`src/rtl/pixel_binarizer.sv`:
```
// Streams RGB pixels to a 1-bit binary image: gray = (R + 2G + B) >> 2 compared
// against a per-frame threshold, buffered in a small bit FIFO for the blob stage.
`timescale 1ns/1ps
module pixel_binarizer #(
  parameter int IMG_COL    = 640,
  parameter int IMG_ROW    = 480,
  parameter int FIFO_DEPTH = 16,
  parameter int PRIME_LVL  = 8
) (
  input  logic       i_clk,
  input  logic       i_rst_n,
  input  logic       i_start,
  input  logic [9:0] i_threshold,
  input  logic       i_pix_valid,
  input  logic [9:0] i_red,
  input  logic [9:0] i_green,
  input  logic [9:0] i_blue,
  output logic       o_pix_ready,
  input  logic       i_req,
  input  logic       i_result_valid,
  output logic       o_valid,
  output logic       o_seq,
  output logic       o_underflow,
  output logic       o_busy
);

  localparam int              PTR_W     = $clog2(FIFO_DEPTH);
  localparam logic [18:0]     FRAME_PIX = 19'(IMG_COL * IMG_ROW);
  localparam logic [PTR_W:0]  FULL_LVL  = (PTR_W + 1)'(FIFO_DEPTH - 1);
  localparam logic [PTR_W:0]  PRIME     = (PTR_W + 1)'(PRIME_LVL);

  typedef enum logic [2:0] {
    S_IDLE,
    S_FILL,
    S_STREAM,
    S_WAIT,
    S_DONE
  } state_t;

  state_t             state;
  state_t             state_nxt;
  logic               valid_r;
  logic               valid_nxt;
  logic [9:0]         thr_r;
  logic [18:0]        in_cnt;
  logic [18:0]        out_cnt;
  logic [PTR_W-1:0]   wr_ptr;
  logic [PTR_W-1:0]   rd_ptr;
  logic [PTR_W:0]     fifo_cnt;
  logic               underflow_r;
  logic               mem [FIFO_DEPTH];

  logic [11:0]        gray_sum;
  logic [9:0]         gray;
  logic               pix_bit;
  logic               fifo_empty;
  logic               pix_ready;
  logic               push;
  logic               pop_slot;
  logic               pop;
  logic               start_ok;

  // Full 12-bit sum so 4 * 1023 survives until the shift.
  assign gray_sum   = {2'b00, i_red} + {1'b0, i_green, 1'b0} + {2'b00, i_blue};
  assign gray       = gray_sum[11:2];
  assign pix_bit    = gray > thr_r;

  assign fifo_empty = (fifo_cnt == '0);
  assign pix_ready  = ((state == S_FILL) || (state == S_STREAM)) &&
                      (fifo_cnt < FULL_LVL) && (in_cnt < FRAME_PIX);
  assign push       = i_pix_valid & pix_ready;
  assign pop_slot   = (state == S_STREAM) & i_req;
  assign pop        = pop_slot & ~fifo_empty;
  assign start_ok   = (state == S_IDLE) & i_start;

  // NOTE: sequential state uses non-blocking assignments so every register samples pre-edge values.
  always_ff @(posedge i_clk or negedge i_rst_n) begin
    if (!i_rst_n) begin
      state   <= S_IDLE;
      valid_r <= 1'b0;
    end else begin
      state   <= state_nxt;
      valid_r <= valid_nxt;
    end
  end

  // NOTE: defaults first so no path through the case leaves a variable unassigned (no latches).
  always_comb begin
    state_nxt = state;
    valid_nxt = valid_r;
    case (state)
      S_IDLE: begin
        if (i_start) state_nxt = S_FILL;
      end
      S_FILL: begin
        if ((fifo_cnt >= PRIME) || (in_cnt == FRAME_PIX)) begin
          state_nxt = S_STREAM;
          valid_nxt = 1'b1;
        end
      end
      S_STREAM: begin
        // Leave on the edge that consumes the last output slot.
        if (pop_slot && (out_cnt == FRAME_PIX - 19'd1)) state_nxt = S_WAIT;
      end
      S_WAIT: begin
        if (i_result_valid) begin
          state_nxt = S_DONE;
          valid_nxt = 1'b0;
        end
      end
      S_DONE: begin
        if (!i_result_valid) state_nxt = S_IDLE;
      end
      default: begin
        state_nxt = S_IDLE;
        valid_nxt = 1'b0;
      end
    endcase
  end

  always_ff @(posedge i_clk or negedge i_rst_n) begin
    if (!i_rst_n) begin
      thr_r       <= '0;
      in_cnt      <= '0;
      out_cnt     <= '0;
      wr_ptr      <= '0;
      rd_ptr      <= '0;
      fifo_cnt    <= '0;
      underflow_r <= 1'b0;
    end else if (start_ok) begin
      thr_r       <= i_threshold;
      in_cnt      <= '0;
      out_cnt     <= '0;
      wr_ptr      <= '0;
      rd_ptr      <= '0;
      fifo_cnt    <= '0;
      underflow_r <= 1'b0;
    end else begin
      if (push) begin
        wr_ptr <= wr_ptr + PTR_W'(1);
        in_cnt <= in_cnt + 19'd1;
      end
      if (pop) rd_ptr <= rd_ptr + PTR_W'(1);
      // An empty slot still counts toward the frame so the downstream stays aligned.
      if (pop_slot) out_cnt <= out_cnt + 19'd1;
      if (pop_slot && fifo_empty) underflow_r <= 1'b1;
      if (push && !pop) begin
        fifo_cnt <= fifo_cnt + (PTR_W + 1)'(1);
      end else if (pop && !push) begin
        fifo_cnt <= fifo_cnt - (PTR_W + 1)'(1);
      end
    end
  end

  // NOTE: FIFO storage has no reset; fifo_cnt gates every read so stale bits are never observed.
  always_ff @(posedge i_clk) begin
    if (push) mem[wr_ptr] <= pix_bit;
  end

  assign o_pix_ready = pix_ready;
  assign o_valid     = valid_r;
  assign o_seq       = (state == S_STREAM) && !fifo_empty && mem[rd_ptr];
  assign o_underflow = underflow_r;
  assign o_busy      = (state != S_IDLE);

endmodule

```
`config.mk`:
```
export PLATFORM = sky130hd
export DESIGN_NAME = pixel_binarizer
export DESIGN_NICKNAME = d
export VERILOG_FILES = /design/src/rtl/pixel_binarizer.sv
export SDC_FILE = /design/constraint.sdc
export NUM_CORES = 1
export LEC_CHECK = 0
export CORE_MARGIN = 1
export CORE_UTILIZATION = 33
export DETAILED_ROUTE_END_ITERATION = 6
export PLACE_DENSITY = 0.6
export SKIP_LAST_GASP = 1
export SYNTH_ARGS = -nofsm -noshare
export SYNTH_HDL_FRONTEND = slang
export SYNTH_SLANG_ARGS = --single-unit
```
`constraint.sdc`:
```
create_clock -name i_clk -period 3.5 [get_ports i_clk]
set_input_delay 0.7 -clock i_clk [delete_from_list [all_inputs] [get_ports i_clk]]
set_output_delay 0.7 -clock i_clk [all_outputs]
set_load 0.05 [all_outputs]
```
# [Word level (Yosys, flattened, before mapping)]
# Memory sizes are Yosys's and may differ from the RTL's.
# Index checks and enable logic that the tools add are counted.
[totals] output_inout_bits=5 ram_bits=16 register_bits=66 n_memories=1
[classes] n_bitwise=6 addsub=8 reduce_logical=24 order_cmp=4 muxes=24 eq_ne=11
[memory_table] name="mem" depth=16 word_bits=1 rd=1 rd_ports_with_merged_regs=0 wr=1 line_no="51" source="logic mem [FIFO_DEPTH];"
[ops] operator="19-bit two-way mux" n=4
[ops] operator="19-bit by 1-bit adder with 19-bit output, second input constant" n=2
[ops] operator="19-bit == test, second input constant" n=2
[ops] operator="19-bit < comparator, second input constant" n=1
[ops] operator="4-bit two-way mux" n=4
[ops] operator="3-bit two-way mux" n=5
[ops] operator="5-bit two-way mux" n=3
[ops] operator="3-bit one-hot mux with 5 select lines" n=1
[ops] operator="10-bit by 11-bit adder with 12-bit output" n=1
[ops] operator="12-bit by 10-bit adder with 12-bit output" n=1
[ops] operator="10-bit greater-than comparator" n=1
[ops] operator="4-bit by 1-bit adder with 4-bit output, second input constant" n=2
[ops] operator="1-bit logical AND" n=8
[ops] operator="2-bit nonzero test" n=4
[ops] operator="3-bit by 2-bit == test with 1-bit output, second input constant" n=2
[ops] operator="1-bit two-way mux" n=6
[ops] operator="2-bit inequality test, second input constant" n=3
[ops] operator="3-bit nonzero test" n=2
[ops] operator="5-bit by 1-bit adder with 5-bit output, second input constant" n=1
[ops] operator="5-bit by 4-bit greater-or-equal comparator with 1-bit output, second input constant" n=1
[ops] operator="5-bit zero test" n=1
[ops] operator="5-bit by 4-bit < comparator with 1-bit output, second input constant" n=1
[ops] operator="5-bit AND reduction" n=1
[ops] operator="5-bit by 1-bit subtractor with 5-bit output, second input constant" n=1
[ops] operator="other kinds (11)" n=19

# [Longest topological paths before layout]
# Gate-level depths: netlist of run 1.
[depth] ltp_word=10 ltp_mapped=15 ltp_nobuf=15

# [Least setup slack after synthesis of run 1]
# Ideal clock, no wire load.
[synth_timing] kind="input port to flip-flop" from="input i_red[1]" to="memory mem[0] (data pin)" slack_ns=-0.666 setup_time_ns=0.302 required_ns=3.198 path_buffers=0 arrival_ns=3.863 stages=14 cell_sequence="inv_1 > fa_1 > nor2_1 > fa_1 > a21o_1 > a21oi_1 > o21ai_0 > o41ai_1 > o21ai_0 > ha_1 > nand3_1 > o21ai_0 > o31ai_1 > a31oi_1"
[synth_between] elab_chain_len=3
[synth_lines] item="start: declaration" line_no="15" source="input logic [9:0] i_red,"
[synth_lines] item="10-bit by 11-bit adder with 12-bit output" line_no="64" source="assign gray_sum = {2'b00, i_red} + {1'b0, i_green, 1'b0} + {2'b00, i_blue};"
[synth_lines] item="12-bit by 10-bit adder with 12-bit output" line_no="64"
[synth_lines] item="10-bit greater-than comparator" line_no="66" source="assign pix_bit = gray > thr_r;"
[synth_lines] item="via pix_bit" line_no="55" source="logic pix_bit;"
[synth_lines] item="end: declaration" line_no="51"
# The timed path passes the listed nets, and every way through them passes these cells.

# [Final worst setup path of run 1]
[layout_timing] from="input i_red[2]" to="memory mem[14] (data pin)"
# Same word-level chain as after synthesis.

==> results of run 1 <==
==> how the worst min path moves through the flow <==
stage | from | slack [ns] | end
floorplan | i_rst_n | 0.40 | fifo_cnt[0]
global placement | o_underflow | 0.49 | o_underflow
detailed placement | o_underflow | 0.50 | o_underflow
CTS | o_underflow | 0.52 | o_underflow
global route | o_underflow | 0.55 | o_underflow
finish | thr_r[0] | 0.50 | thr_r[0]
==> cell usage after synthesis, types with 4 or more instances <==
library cell	n	share of area, %
dfrtp_1	66	33
nor2_1	50	3.7
nand2_1	45	3.4
o21ai_0	33	3.3
ha_1	30	7.5
a21oi_1	29	2.9
inv_1	28	2.1
xnor2_1	21	3.7
nand3_1	17	1.7
or3_1	17	2.1
edfxtp_1	16	9.5
fa_1	11	4.4
nand4_1	11	1.4
xor2_1	11	1.9
nor3_1	10	0.99
and4_1	8	1.4
mux2i_1	8	1.6
a21o_1	7	1.0
clkbuf_1	7	0.52
o31ai_1	7	1.0
o21a_1	6	0.89
and3_1	5	0.62
buf_2	5	0.50
mux4_2	5	2.2
nor4_1	5	0.62
o21ai_1	5	0.50
o211ai_1	4	0.60
==> power groups by stage <==
| stage | sequential [mW] | clock (mW) | combinational [mW] |
|---|---|---|---|
| global placement | 1.40 | 0 | 1.67 |
| floorplan | 1.36 | 0 | 1.26 |
| finish | 1.39 | 0.869 | 2.00 |
| CTS | 1.39 | 0.898 | 2.09 |
| global route | 1.42 | 0.935 | 2.23 |
| detailed placement | 1.41 | 0 | 1.72 |
==> final cells by class <==
cell class | count | area (µm²)
flip-flops and latches | 82 | 2130
inverters | 28 | 108
clock inverters | 6 | 43.8
multi-input cells | 381 | 2860
repair buffers | 80 | 713
clock buffers | 10 | 229
fillers | 1415 | 8380
well taps | 184 | 230
==> state kept, by name (all words and copies together), names as in the netlist <==
signal	flops
state	3
in_cnt	19
thr_r	10
o_valid	1
rd_ptr	4
fifo_cnt	5
mem	16
wr_ptr	4
out_cnt	19
o_underflow	1
==> cells by family (layout without fill, tap and decap cells) <==
kind of cell             count (synthesis)  after routing  synth area share (%)
buffers and inverters                   45            124                  3.78
AND/OR/NAND/NOR                        193            193                  20.1
adder cells (fa/ha/maj)                 41             41                  11.8
multiplexers                            13             13                  3.83
AO/OA/AOI/OAI                          101            101                  12.2
flip-flops                              82             82                  42.3
XOR/XNOR                                33             33                  5.89
==> through the flow <==
step           hold WS, ns  utilization, %  total power [mW]
6_report             0.505            43.0              4.26
5_1_grt              0.548            43.0              4.58
4_1_cts              0.516            43.0              4.38
3_5_place_dp         0.502            40.1              3.13
3_3_place_gp         0.493            40.1              3.07
2_1_floorplan        0.404               -              2.62
==> critical path, stage by stage <==
cell     delay, ns
buf_6         0.09
fa_1          0.56
ha_1          0.23
and4b_2       0.24
nor4_4        0.30
o31ai_4       0.12
o41ai_2       0.25
xnor2_1       0.12
ha_1          0.32
a21o_1        0.19
a21oi_2       0.15
buf_4         0.14
a31oi_4       0.09
buf_6         0.15
buf_12        0.12
==> layout by cell type, fill, tap and decap left out, types with 10 or more instances in the layout <==
cell type and count:
a21oi_1 27, xnor2_1 21, xor2_1 11, nand4_1 11, dfrtp_1 66, nor2_1 49, nand3_1 16, or3_1 17
o21ai_0 29, inv_1 26, ha_1 28, clkdlybuf4s50_1 34, edfxtp_1 16, buf_4 25, nor3_1 10, nand2_1 43
==> repair_timing <==
item                                   CTS  global route
endpoints found under the hold margin    0             0
buffers inserted                         6             1
setup endpoints to repair               17            16
gates cloned                             1             0
pin swaps                               31             7
resized for setup                       55             2
==> per-layer routing <==
layer  up-vias  track usage, %  routed length, µm
li1       1950               -                  -
met1      1896            17.9               4860
met2        79            26.0               5500
met3        10            3.89                407
met4         0            4.38                133
met5         -               0                  0
==> flow_summary.yaml, run 1 <==
run_status:
  outcome: "finished, violations left"
  violations: "DRC, setup timing"
global_route:
  grt_usage_pct: 14.9
  antenna_found_initial: 0
  grt_pass1_vias: 4048
  grt_start_max_net_pins: 44
  grt.overflow.total: 0
  grt_pass1_wl_um: 18900
cts:
  cts_tree: "done"
  cts_made_buffers: 9
  path_clk_slew_ns: 0.06
  clock_path_buffers: 2
  cts_sinks: 82
  clockRootBuffer: "clkbuf_16"
  cts_hold_buf: 0
  clk_latency_ns: 0.34
  cts_max_level: 3
sta:
  fmax_mhz: 272
  worst_pin_slew_ns: 1.00
  hold_viol: 0
  rsz0062_at_grt: "true"
  setup_violations: 16
  setup_ws_ns: -0.175
  final.period_utilization_pct: 105
  clock_skew_ns: 0.00526
  max_slew_margin_pct: 33.1
  min_period_ns: 3.68
  setup_tns_ns: -2.07
  drv_slew: 0
routing:
  drt_iter0_drc: 159
  routed-via-count: 3935
  via_per_inst: 5.10
  first_pass_iters: 6
  ant_nets: 0
  wirelength_um: 10900
  drc: 2
  avgRoutedWirePerCell_um: 14.1
setup_path:
  startpoint_type: "input pin"
  crit_path_end: "mem[14]"
  critical_path_arrival_ns: 3.77
  crit_fanout: 7
  crit_type: "in -> reg"
  endpoint_kind: "flip-flop"
  required_ns: 3.60
  rrSetupSlack_ns: 0.58
  worst_r2r_startpoint: "state[0]"
  r2r_cells: 10
  crit_start: "i_red[2]"
  r2r_end: "fifo_cnt[4]"
place:
  place_area_um2: 5890
  placed_cells: 748
  dp_hpwl_um: 8000
  place_ws_ns: -1.07
  place.gp.congestion: 0.739
  portBuffers: 50
cells_and_area:
  stdcell_area_um2: 6310
  diodes: 0
  nets: 669
  syn_to_final_growth_pct: 25.4
  drive_above_1_share_pct: 15.8
  fin_cells: 771
pwr:
  pwr-share-comb_pct: 47.0
  switching_share_pct: 37.9
  switching_power_mw: 1.61
  pwr-share-clk_pct: 20.4
  intPower_mw: 2.64
  leakagePower_nw: 2.62
  seqPwrFrac_pct: 32.6
  irDropWorstVdd_v: 0.000292
  powerDensity_nw_per_um2: 674
die:
  design.core.area_um2: 14700
  io-pin-count: 51
  num_rows: 44
  dieWidth_um: 126
  die_h_um: 126
  dieArea_um2: 15800
  start_util_pct: 34.3
synth:
  synth_cell_types: 55
  syn_nets: 595
  avgSynthCellArea_um2: 9.91
  ys.flop_type: "dfrtp_1"
  async_flop_share_pct: 80.5
  yosysWarnings: 0
  syn-cell-area_um2: 5030
  synth_edf_count: 16
  synthCells: 508
  synth-seq-cells: 82
  ys_seq_area_share_pct: 42.3
min_path:
  hold_path_depth: 2
  hp-class: "reg -> reg"
run:
  drv_cap: 0
Note: power is estimated with default switching activity, not from simulation.
==> inputs of run 2 (changes only) <==
- ABC_CLOCK_PERIOD_IN_PS: default -> 3500
- REMOVE_ABC_BUFFERS: default -> 1
- SKIP_CTS_REPAIR_TIMING: default -> 1
==> run 2 against run 1 <==
Effect of this change: sequential power is essentially flat; die area stayed put; core utilization is 0.79 points higher; the run still ends with DRC, setup timing left; critical path type unchanged; clock-buffer cell count rose by 2; maximum frequency increased by 0.12%.
==> flow_summary.yaml, run 2 (synthesized netlist as in run 1, its figures left out) <==
die:
  dieWidth_um: 126
  design.core.area_um2: 14700
  dieArea_um2: 15800
  io-pin-count: 51
  num_rows: 44
  die_h_um: 126
  start_util_pct: 34.3
cells_and_area:
  syn_to_final_growth_pct: 27.7
  drive_above_1_share_pct: 15.0
  fillCellCount: 1386
  regArea_um2: 2130
  top_regs: "in_cnt: 19 flops, out_cnt: 19 flops, mem: 16 flops"
  multiInputGateArea_um2: 2900
  nets: 667
  layout_commonest_cell: "dfrtp_1"
  final_cell_mix: "dfrtp_1 (66), nor2_1 (49), nand2_1 (45), clkdlybuf4s50_1 (38), o21ai_0 (29)"
  diodes: 0
min_path:
  hold_path_depth: 2
  hp-class: "reg -> reg"
global_route:
  antenna_found_initial: 0
  grt_start_max_net_pins: 64
  grt_pass1_wl_um: 17700
  grt_pass1_vias: 3868
  grt_usage_pct: 13.9
  grt.overflow.total: 0
cts:
  clk_latency_ns: 0.34
  clockRootBuffer: "clkbuf_16"
  cts_max_level: 3
  clock_path_buffers: 2
  cts_sinks: 82
  path_clk_slew_ns: 0.06
  cts_made_buffers: 9
  cts_tree: "done"
routing:
  wirelength_um: 10600
  drt_iter0_drc: 253
  first_pass_iters: 6
  drc: 2
  ant_nets: 0
  avgRoutedWirePerCell_um: 13.8
  routed-via-count: 3927
  via_per_inst: 5.11
sta:
  min_period_ns: 3.67
  max_slew_margin_pct: 32.5
  final.period_utilization_pct: 105
  setup_violations: 16
  rsz0062_at_grt: "true"
  clock_skew_ns: 0.00785
  fmax_mhz: 272
  setup_ws_ns: -0.171
  hold_viol: 0
  setup_tns_ns: -2.58
  worst_pin_slew_ns: 1.01
  drv_slew: 0
pwr:
  leakagePower_nw: 2.71
  powerDensity_nw_per_um2: 681
  irDropWorstVdd_v: 0.000266
place:
  portBuffers: 50
  place_ws_ns: -1.64
  place.gp.congestion: 0.785
  dp_hpwl_um: 7510
setup_path:
  critical_path_arrival_ns: 3.77
  crit_type: "in -> reg"
  startpoint_type: "input pin"
  required_ns: 3.60
  r2r_cells: 10
  crit_fanout: 8
  endpoint_kind: "flip-flop"
run_status:
  violations: "DRC, setup timing"
  outcome: "finished, violations left"
run:
  drv_cap: 0
==> run 2: cell types whose count changed in the layout (fill, tap and decap cells not counted), sizes merged <==
cell	previous run	this run
clkdlybuf4s50	34	38
dlygate4sd2	9	0
buf	37	29
clkinv	5	2
bufinv	0	1
clkbuf	10	14
dlymetal6s2s	0	9
==> run 2: per-stage QoR <==
stage / power (mW) / area [µm²] / util, % / instances / hold WS, ns
3_5_place_dp: 3.09 / 5850 / 39.8 / 748 / 0.475
3_3_place_gp: 3.02 / 5850 / 39.8 / 748 / 0.478
2_1_floorplan: 2.54 / 4950 / - / 491 / 0.404
4_1_cts: 4.07 / 6160 / 41.9 / 764 / 0.495
5_1_grt: 4.69 / 6430 / 43.8 / 769 / 0.547
6_report: 4.38 / 6430 / 43.8 / 769 / 0.491
==> run 2: layer usage <==
metal | global-route usage (%) | routed length (µm) | share of wire, % | up-vias
met4 | 4.09 | 112 | 1.1 | 0
met1 | 17.7 | 4920 | 46 | 1876
met5 | 0 | 0 | 0 | -
met3 | 4.02 | 490 | 4.6 | 9
li1 | - | - | - | 1960
met2 | 22.8 | 5080 | 48 | 82
==> run 2: final timing paths <==
path | from | endpoint | slack, ns
max | i_blue[4] | mem[15] | -0.17
max reg2reg | state[1] | fifo_cnt[4] | 0.50
min reg2reg | thr_r[0] | thr_r[0] | 0.49
min | thr_r[0] | thr_r[0] | 0.49
min in group asynchronous | i_rst_n | out_cnt[1] | 0.54
max in group asynchronous | i_rst_n | fifo_cnt[3] | 2.13
==> run 2: worst max-delay path: stages <==
cell and delay (ns):
clkdlybuf4s50_1 0.43, fa_1 0.58, ha_4 0.22, o21a_1 0.11
o21ai_2 0.17, o31ai_4 0.10, o41ai_2 0.25, xnor2_1 0.16
ha_1 0.27, a21o_1 0.19, a21oi_4 0.14, buf_4 0.14
a31oi_4 0.11, clkbuf_16 0.19
==> run 2: report_power, final <==
part	switching, mW	total (mW)	internal, mW
combinational	1.06	2.02	0.963
clock	0.381	0.973	0.592
sequential	0.171	1.38	1.21
total	1.61	4.38	2.77
==> run 2: area by class of cell <==
class	instances	area share [%]
multi-input combinational	381	45.1
sequential	82	33.2
timing repair buffer	78	11.7
clock buffer	12	3.99
tap	184	3.58
inverter	28	1.67
clock inverter	4	0.798
